## src/rtl/cla_seq_addsub.sv

```systemverilog
// Sequential add/subtract unit: one SLICE-bit carry-lookahead slice per clock,
// valid/ready handshakes on both sides, and a selectively updated Z/N/V/C register.
module cla_seq_addsub #(
  parameter int WIDTH = 16,
  parameter int SLICE = 4
) (
  input  logic             clk,
  input  logic             rst,
  input  logic             in_valid,
  output logic             in_ready,
  input  logic [WIDTH-1:0] a,
  input  logic [WIDTH-1:0] b,
  input  logic             sub,
  input  logic             set_cc,
  output logic             out_valid,
  input  logic             out_ready,
  output logic [WIDTH-1:0] sum,
  output logic [3:0]       cc
);

  localparam int NSLICE = WIDTH / SLICE;
  localparam int IDXW   = (NSLICE > 1) ? $clog2(NSLICE) : 1;

  typedef enum logic [1:0] {
    S_IDLE = 2'd0,
    S_RUN  = 2'd1,
    S_DONE = 2'd2
  } state_t;

  // Lookahead carries c[0..SLICE]: each carry is the OR of every generate
  // term propagated through the higher bits, plus cin through all propagates.
  function automatic logic [SLICE:0] cla_carries(input logic [SLICE-1:0] x,
                                                 input logic [SLICE-1:0] y,
                                                 input logic             cin);
    logic [SLICE-1:0] g;
    logic [SLICE-1:0] p;
    logic [SLICE:0]   c;
    logic             term;
    logic             part;
    g    = x & y;
    p    = x ^ y;
    c    = {(SLICE+1){1'b0}};
    c[0] = cin;
    for (int i = 0; i < SLICE; i++) begin
      term = cin;
      for (int j = 0; j <= i; j++) term = term & p[j];
      for (int j = 0; j <= i; j++) begin
        part = g[j];
        for (int k = j + 1; k <= i; k++) part = part & p[k];
        term = term | part;
      end
      c[i+1] = term;
    end
    return c;
  endfunction

  state_t           state_q, state_d;
  logic [WIDTH-1:0] a_q, a_d, b_q, b_d, sum_q, sum_d;
  logic             carry_q, carry_d, setcc_q, setcc_d;
  logic [IDXW-1:0]  idx_q, idx_d;
  logic [3:0]       cc_q, cc_d;
  logic             in_ready_q, in_ready_d, out_valid_q, out_valid_d;

  logic [SLICE-1:0] a_sl_s, b_sl_s, sl_sum_s;
  logic [SLICE:0]   car_s;
  logic [WIDTH-1:0] res_s;
  logic [3:0]       flags_s;
  logic             last_s;

  // Current slice evaluation and the flags of the result as it would look after this slice.
  always_comb begin
    a_sl_s   = a_q[int'(idx_q)*SLICE +: SLICE];
    b_sl_s   = b_q[int'(idx_q)*SLICE +: SLICE];
    car_s    = cla_carries(a_sl_s, b_sl_s, carry_q);
    sl_sum_s = a_sl_s ^ b_sl_s ^ car_s[SLICE-1:0];
    last_s   = (idx_q == IDXW'(NSLICE - 1));
    res_s    = sum_q;
    res_s[int'(idx_q)*SLICE +: SLICE] = sl_sum_s;
    // On the last slice, car_s[SLICE-1] is the carry into the MSB.
    flags_s  = {(res_s == {WIDTH{1'b0}}), res_s[WIDTH-1],
                car_s[SLICE] ^ car_s[SLICE-1], car_s[SLICE]};
  end

  // Next-state and datapath update for the IDLE -> RUN -> DONE sequence.
  always_comb begin
    state_d = state_q;
    a_d     = a_q;
    b_d     = b_q;
    sum_d   = sum_q;
    carry_d = carry_q;
    setcc_d = setcc_q;
    idx_d   = idx_q;
    cc_d    = cc_q;
    case (state_q)
      S_IDLE: begin
        if (in_valid) begin
          a_d     = a;
          b_d     = b ^ {WIDTH{sub}};
          carry_d = sub;
          setcc_d = set_cc;
          idx_d   = {IDXW{1'b0}};
          state_d = S_RUN;
        end else begin
          state_d = S_IDLE;
        end
      end
      S_RUN: begin
        sum_d   = res_s;
        carry_d = car_s[SLICE];
        if (last_s) begin
          state_d = S_DONE;
          if (setcc_q) cc_d = flags_s;
          else         cc_d = cc_q;
        end else begin
          idx_d = idx_q + IDXW'(1);
        end
      end
      S_DONE: begin
        if (out_ready) state_d = S_IDLE;
        else           state_d = S_DONE;
      end
      default: state_d = S_IDLE;
    endcase
    in_ready_d  = (state_d == S_IDLE);
    out_valid_d = (state_d == S_DONE);
  end

  // State and datapath registers; reset aborts any operation in flight.
  always_ff @(posedge clk or posedge rst) begin
    if (rst) begin
      state_q     <= S_IDLE;
      a_q         <= {WIDTH{1'b0}};
      b_q         <= {WIDTH{1'b0}};
      sum_q       <= {WIDTH{1'b0}};
      carry_q     <= 1'b0;
      setcc_q     <= 1'b0;
      idx_q       <= {IDXW{1'b0}};
      cc_q        <= 4'b0000;
      in_ready_q  <= 1'b1;
      out_valid_q <= 1'b0;
    end else begin
      state_q     <= state_d;
      a_q         <= a_d;
      b_q         <= b_d;
      sum_q       <= sum_d;
      carry_q     <= carry_d;
      setcc_q     <= setcc_d;
      idx_q       <= idx_d;
      cc_q        <= cc_d;
      in_ready_q  <= in_ready_d;
      out_valid_q <= out_valid_d;
    end
  end

  assign in_ready  = in_ready_q;
  assign out_valid = out_valid_q;
  assign sum       = sum_q;
  assign cc        = cc_q;

endmodule

```

## config.mk

```make
export PLATFORM = sky130hd
export DESIGN_NAME = cla_seq_addsub
export DESIGN_NICKNAME = d
export VERILOG_FILES = /design/src/rtl/cla_seq_addsub.sv
export SDC_FILE = /design/constraint.sdc
export NUM_CORES = 1
export LEC_CHECK = 0
export CORE_ASPECT_RATIO = 1.5
export CORE_MARGIN = 3
export CORE_UTILIZATION = 50
export DETAILED_ROUTE_END_ITERATION = 10
export GPL_ROUTABILITY_DRIVEN = 0
export PLACE_DENSITY = 0.78
export SKIP_CTS_REPAIR_TIMING = 1
export SLEW_MARGIN = 20
export SYNTH_ARGS = -nofsm -noshare
export SYNTH_HDL_FRONTEND = slang
export SYNTH_SLANG_ARGS = --single-unit
```

## constraint.sdc

```tcl
create_clock -name clk -period 3.6 [get_ports clk]
set_input_delay 0.54 -clock clk [delete_from_list [all_inputs] [get_ports clk]]
set_output_delay 0.54 -clock clk [all_outputs]
set_load 0.05 [all_outputs]
```

# After elaboration in Yosys (flattened, before gate mapping)
# Index checks and enable logic that the tools add are counted.
# classes
eq_ne,6
add_sub_neg,2
bitwise,25
n_mux,10
n_shift,4
n_reduce_logical,8
# ops
operator,count
4-bit negator with 33-bit output,1
"4-bit by 33-bit variable shift with 16-bit output, first input constant",1
4-bit by 33-bit indexed part select with 16-bit output,1
16-bit by 5-bit indexed part select with 4-bit output,2
16-bit bitwise mux,1
16-bit zero test,1
16-bit XOR,1
1-bit bitwise AND,10
1-bit OR,10
2-bit two-way mux,4
4-bit XOR,2
"2-bit == test, second input constant",3
2-bit one-hot mux with 3 select lines,1
3-bit AND reduction,2
4-bit bitwise AND,1
2-bit zero test,2
"2-bit != test, second input constant",2
2-bit one-hot mux with 2 select lines,1
2-bit AND reduction,2
"2-bit by 1-bit adder with 2-bit output, second input constant",1
"2-bit by 1-bit == test with 1-bit output, second input constant",1
1-bit two-way mux,2
1-bit one-hot mux with 2 select lines,1
2-bit nonzero test,1
1-bit XOR,1
# word_totals
word_cells,65
reg_bits,60
output_inout_bits,22
input_bits,38

# Logic depth before layout (Yosys ltp)
# logic_depth
depth_word,12
ltp_mapped,9
mapped_depth_nobuf,8

# Worst setup path before layout
# Ideal clock, no wire load.
# synth_path
path_type,reg2reg
from,register idx_q[0]
to,"register cc_q[3], in the netlist cc[3]"
synth_period_minus_slack_ps,3053
stages_incl_launch_ff,9
setup_ps,122
n_path_buf,2
t_arrival_ps,2931
required_time_ps,3478
setup_slack_ps,547
path_cell_list,dfrtp_1 > clkbuf_1 > buf_1 > mux4_2 > ha_1 > xor2_1 > a2111oi_0 > o31ai_1 > a32o_1
# synth_via
elab_chain_len,12
word_cells_on_any_way,24
cone_classes,add/sub (1); eq/ne (1); shift (4); mux (1); bitwise (15); reduce/logical (2)
# synth_lines
element,line,rtl
"start, declared",60,"logic [IDXW-1:0] idx_q, idx_d;"
"start signal, assigned",137,idx_q <= {IDXW{1'b0}};
"start signal, assigned",148,idx_q <= idx_d;
"16-bit by 5-bit indexed part select with 4-bit output, on equally long branches","72, 73",
4-bit XOR,"41, 75",
1-bit bitwise AND (3 in a row),46,for (int j = 0; j <= i; j++) term = term & p[j];
1-bit OR (3 in a row),50,term = term | part;
4-bit XOR,75,sl_sum_s = a_sl_s ^ b_sl_s ^ car_s[SLICE-1:0];
4-bit by 33-bit indexed part select with 16-bit output,78,res_s[int'(idx_q)*SLICE +: SLICE] = sl_sum_s;
16-bit bitwise mux,78,
16-bit zero test,80,"flags_s = {(res_s == {WIDTH{1'b0}}), res_s[WIDTH-1],"
"end signal, assigned",138,cc_q <= 4'b0000;
"end signal, assigned",149,cc_q <= cc_d;
"end, declared",61,"logic [3:0] cc_q, cc_d;"
# Several ways; a longest one is shown, not always the timed one.
# A chain may end at the register's enable or synchronous reset.

# Worst setup path in the final report
# Same ends and word-level chain as after synthesis.

==> results.cfg <==
[placement]
dp_hpwl_mm = 4.641
io_buffers = 59
pre_cts_slack_ps = 650.4

[yosys]
synth_largest_area_cell = dfrtp_1
synth_nets = 309
synth.distinct_cells = 39
async_flop_share = 1.000
synth.avg_cell_area_um2 = 11.47
synthFlopType = dfrtp_1
synth_area_leaders = dfrtp_1 50%, mux2_2 6.8%, mux4_2 6.1%
syn_area_um2 = 2972
yosys_warnings = 0
synth_cells = 259
ys_ff_latch = 60
synth_top_area_frac = 0.4968
synth_edf_count = 0
yosysSeqAreaShare = 0.5057

[global_route]
first_global_vias = 2235
grt_pass1_wl_mm = 10.33
grt_max_degree = 53
overflow = 0
antenna_found_initial = 0
grt_usage = 0.2031

[critical_path]
endpoint = cc[3]$_DFFE_PP0P_
crit_path_end_kind = flop
cpPeakStageDelay_ps = 570
start_kind = flop
crit_type = reg2reg
slowest_stage = dfrtp_1
worst_r2r_endpoint = cc[3]$_DFFE_PP0P_
critical_path.top_delay_family = flip-flops
path_cells = buf_4, mux4_2, ha_1, a21oi_1, nand2_1, xor2_1, o31ai_1, a32o_1
r2r_cells = 8
startpoint = idx_q[0]$_DFFE_PP0P_
r2r_setup_slack_ps = 630
cp.depth = 8
critical_path.max_fanout = 14
required_ps = 3840
worstPathArrival_ps = 3210
rr_startpoint = idx_q[0]$_DFFE_PP0P_
path_buf_inv = 1

[timing]
max_freq_ghz = 0.3363
hold_slack_ps = 492.6
fin_crit_sh = 0.8261
slew_viol_final = 0
period_needed_ps = 2974
slew_headroom = 0.4029
setup_viol = 0
skew_ps = 8.204
grt_setup_unrepaired = false
fin_ws_ps = 626.1
hold_violations = 0
finalSetupTns_ps = 0
tightest_slew_ps = 892.9

[die]
fp.dieW_um = 68.95
die_h_um = 100.4
core_area_um2 = 5615
die_area_um2 = 6923
ios = 60
rows = 33
start_util = 0.5292

[run]
max_cap_violations = 0

[drt]
wl_per_cell_um = 15.75
wl_mm = 6.251
via_count = 2213
vias_per_cell = 5.574
ant_nets = 0
drc = 0
drt_iter0_drc = 149
dr.pass1.iters = 4

[pwr]
p_leak_uw = 0.001572
powerDensity_nw_per_um2 = 1054
p_total_uw = 4051
peakVddDrop_mv = 0.5340

[hold_path]
hold_class = reg2reg
hold_path_depth = 2

[finish]
fin_util = 0.6843
drive_above_1_share = 0.1560
final_cell_mix = 59 x dfrtp_1, 59 x clkdlybuf4s50_1, 25 x nor2_1
area_delta_synth_final_pct = 29.31
antennaDiodeCount = 0
nNetsFinal = 372

[clock_tree]
clock-sinks = 60
htree_levels = 3
cts_tree = done
cts-root-buf = clkbuf_8
clock_latency_ps = 340
path_clk_slew_ps = 70
cts_buffers = 9
clockBufferDepth = 2

[outcome]
status = finished, final reports clean
-- sequential cells by signal, summed over array words and instances (netlist names) --
name       cells
in_ready       1
state_q        2
carry_q        1
b_q           16
idx_q          2
sum           16
out_valid      1
setcc_q        1
cc             4
a_q           16
-- worst min-delay path by stage --
| stage | from | end | slack, ps |
|---|---|---|---|
| after CTS | cc[2]$_DFFE_PP0P_ | cc[2]$_DFFE_PP0P_ | 490 |
| after floorplan | a_q[10]$_DFFE_PP0P_ | a_q[10]$_DFFE_PP0P_ | 480 |
| after detailed placement | cc[2]$_DFFE_PP0P_ | cc[2]$_DFFE_PP0P_ | 480 |
| after global routing | a_q[5]$_DFFE_PP0P_ | a_q[5]$_DFFE_PP0P_ | 530 |
| final | cc[2]$_DFFE_PP0P_ | cc[2]$_DFFE_PP0P_ | 490 |
| after global placement | cc[2]$_DFFE_PP0P_ | cc[2]$_DFFE_PP0P_ | 470 |
-- cell families after synthesis --
| group | share of synthesized area |
|---|---|
| buffers and inverters | 0.02442 |
| multiplexers | 0.1322 |
| XOR/XNOR | 0.05895 |
| AND/OR/NAND/NOR | 0.1057 |
| AO/OA/AOI/OAI | 0.1200 |
| adder cells (fa/ha/maj) | 0.05305 |
| flip-flops | 0.5057 |
-- cell type report --
cell class                 count  area, µm²
inverter                       8      30.03
tap                           70      87.58
clock inverter                 7      76.32
clock buffer                   9      123.9
sequential                    60       1503
multi-input combinational    180       1401
timing repair buffer          63      620.6
fill                         447       1773
-- cell usage after synthesis (2+ instances only) --
cell	n
o22ai_1	2
nor3_1	2
nand2b_1	2
inv_1	8
o21a_1	2
or4_1	2
nor2_1	25
ha_1	11
o21ai_0	11
clkbuf_1	8
xor2_1	2
nor3b_1	3
mux4_2	8
dfrtp_1	59
a31oi_1	3
buf_1	2
nand2_1	19
a21oi_1	19
xnor2_1	18
nor2b_1	4
o211ai_1	2
nor4_1	3
a22o_1	11
mux2_2	18
-- per-layer routing --
layer  wire (µm)  track usage  vias to the layer above
li1            -            -                     1052
met1        2420       0.2300                     1065
met2        3360       0.3485                       76
met3         274      0.03695                       20
met4         195       0.1111                        0
met5           0            0                        -
-- power breakdown --
part           total (µW)  switching (µW)  internal [µW]
clock network         613             292            321
logic                2250            1330            922
registers            1190             219            973
total                4050            1840           2220
-- through the flow --
step | cells | cell area [µm²]
global route | 397 | 3842
CTS | 397 | 3842
finish | 397 | 3842
floorplan | 259 | 2972
detailed placement | 381 | 3642
global placement | 381 | 3642
-- worst min-delay path, cell delays in order, from the launching register on --
cell	delay, ps
dfrtp_1	350
nand2_1	50
o21ai_0	60
Note: power is estimated with default switching activity, not from simulation.
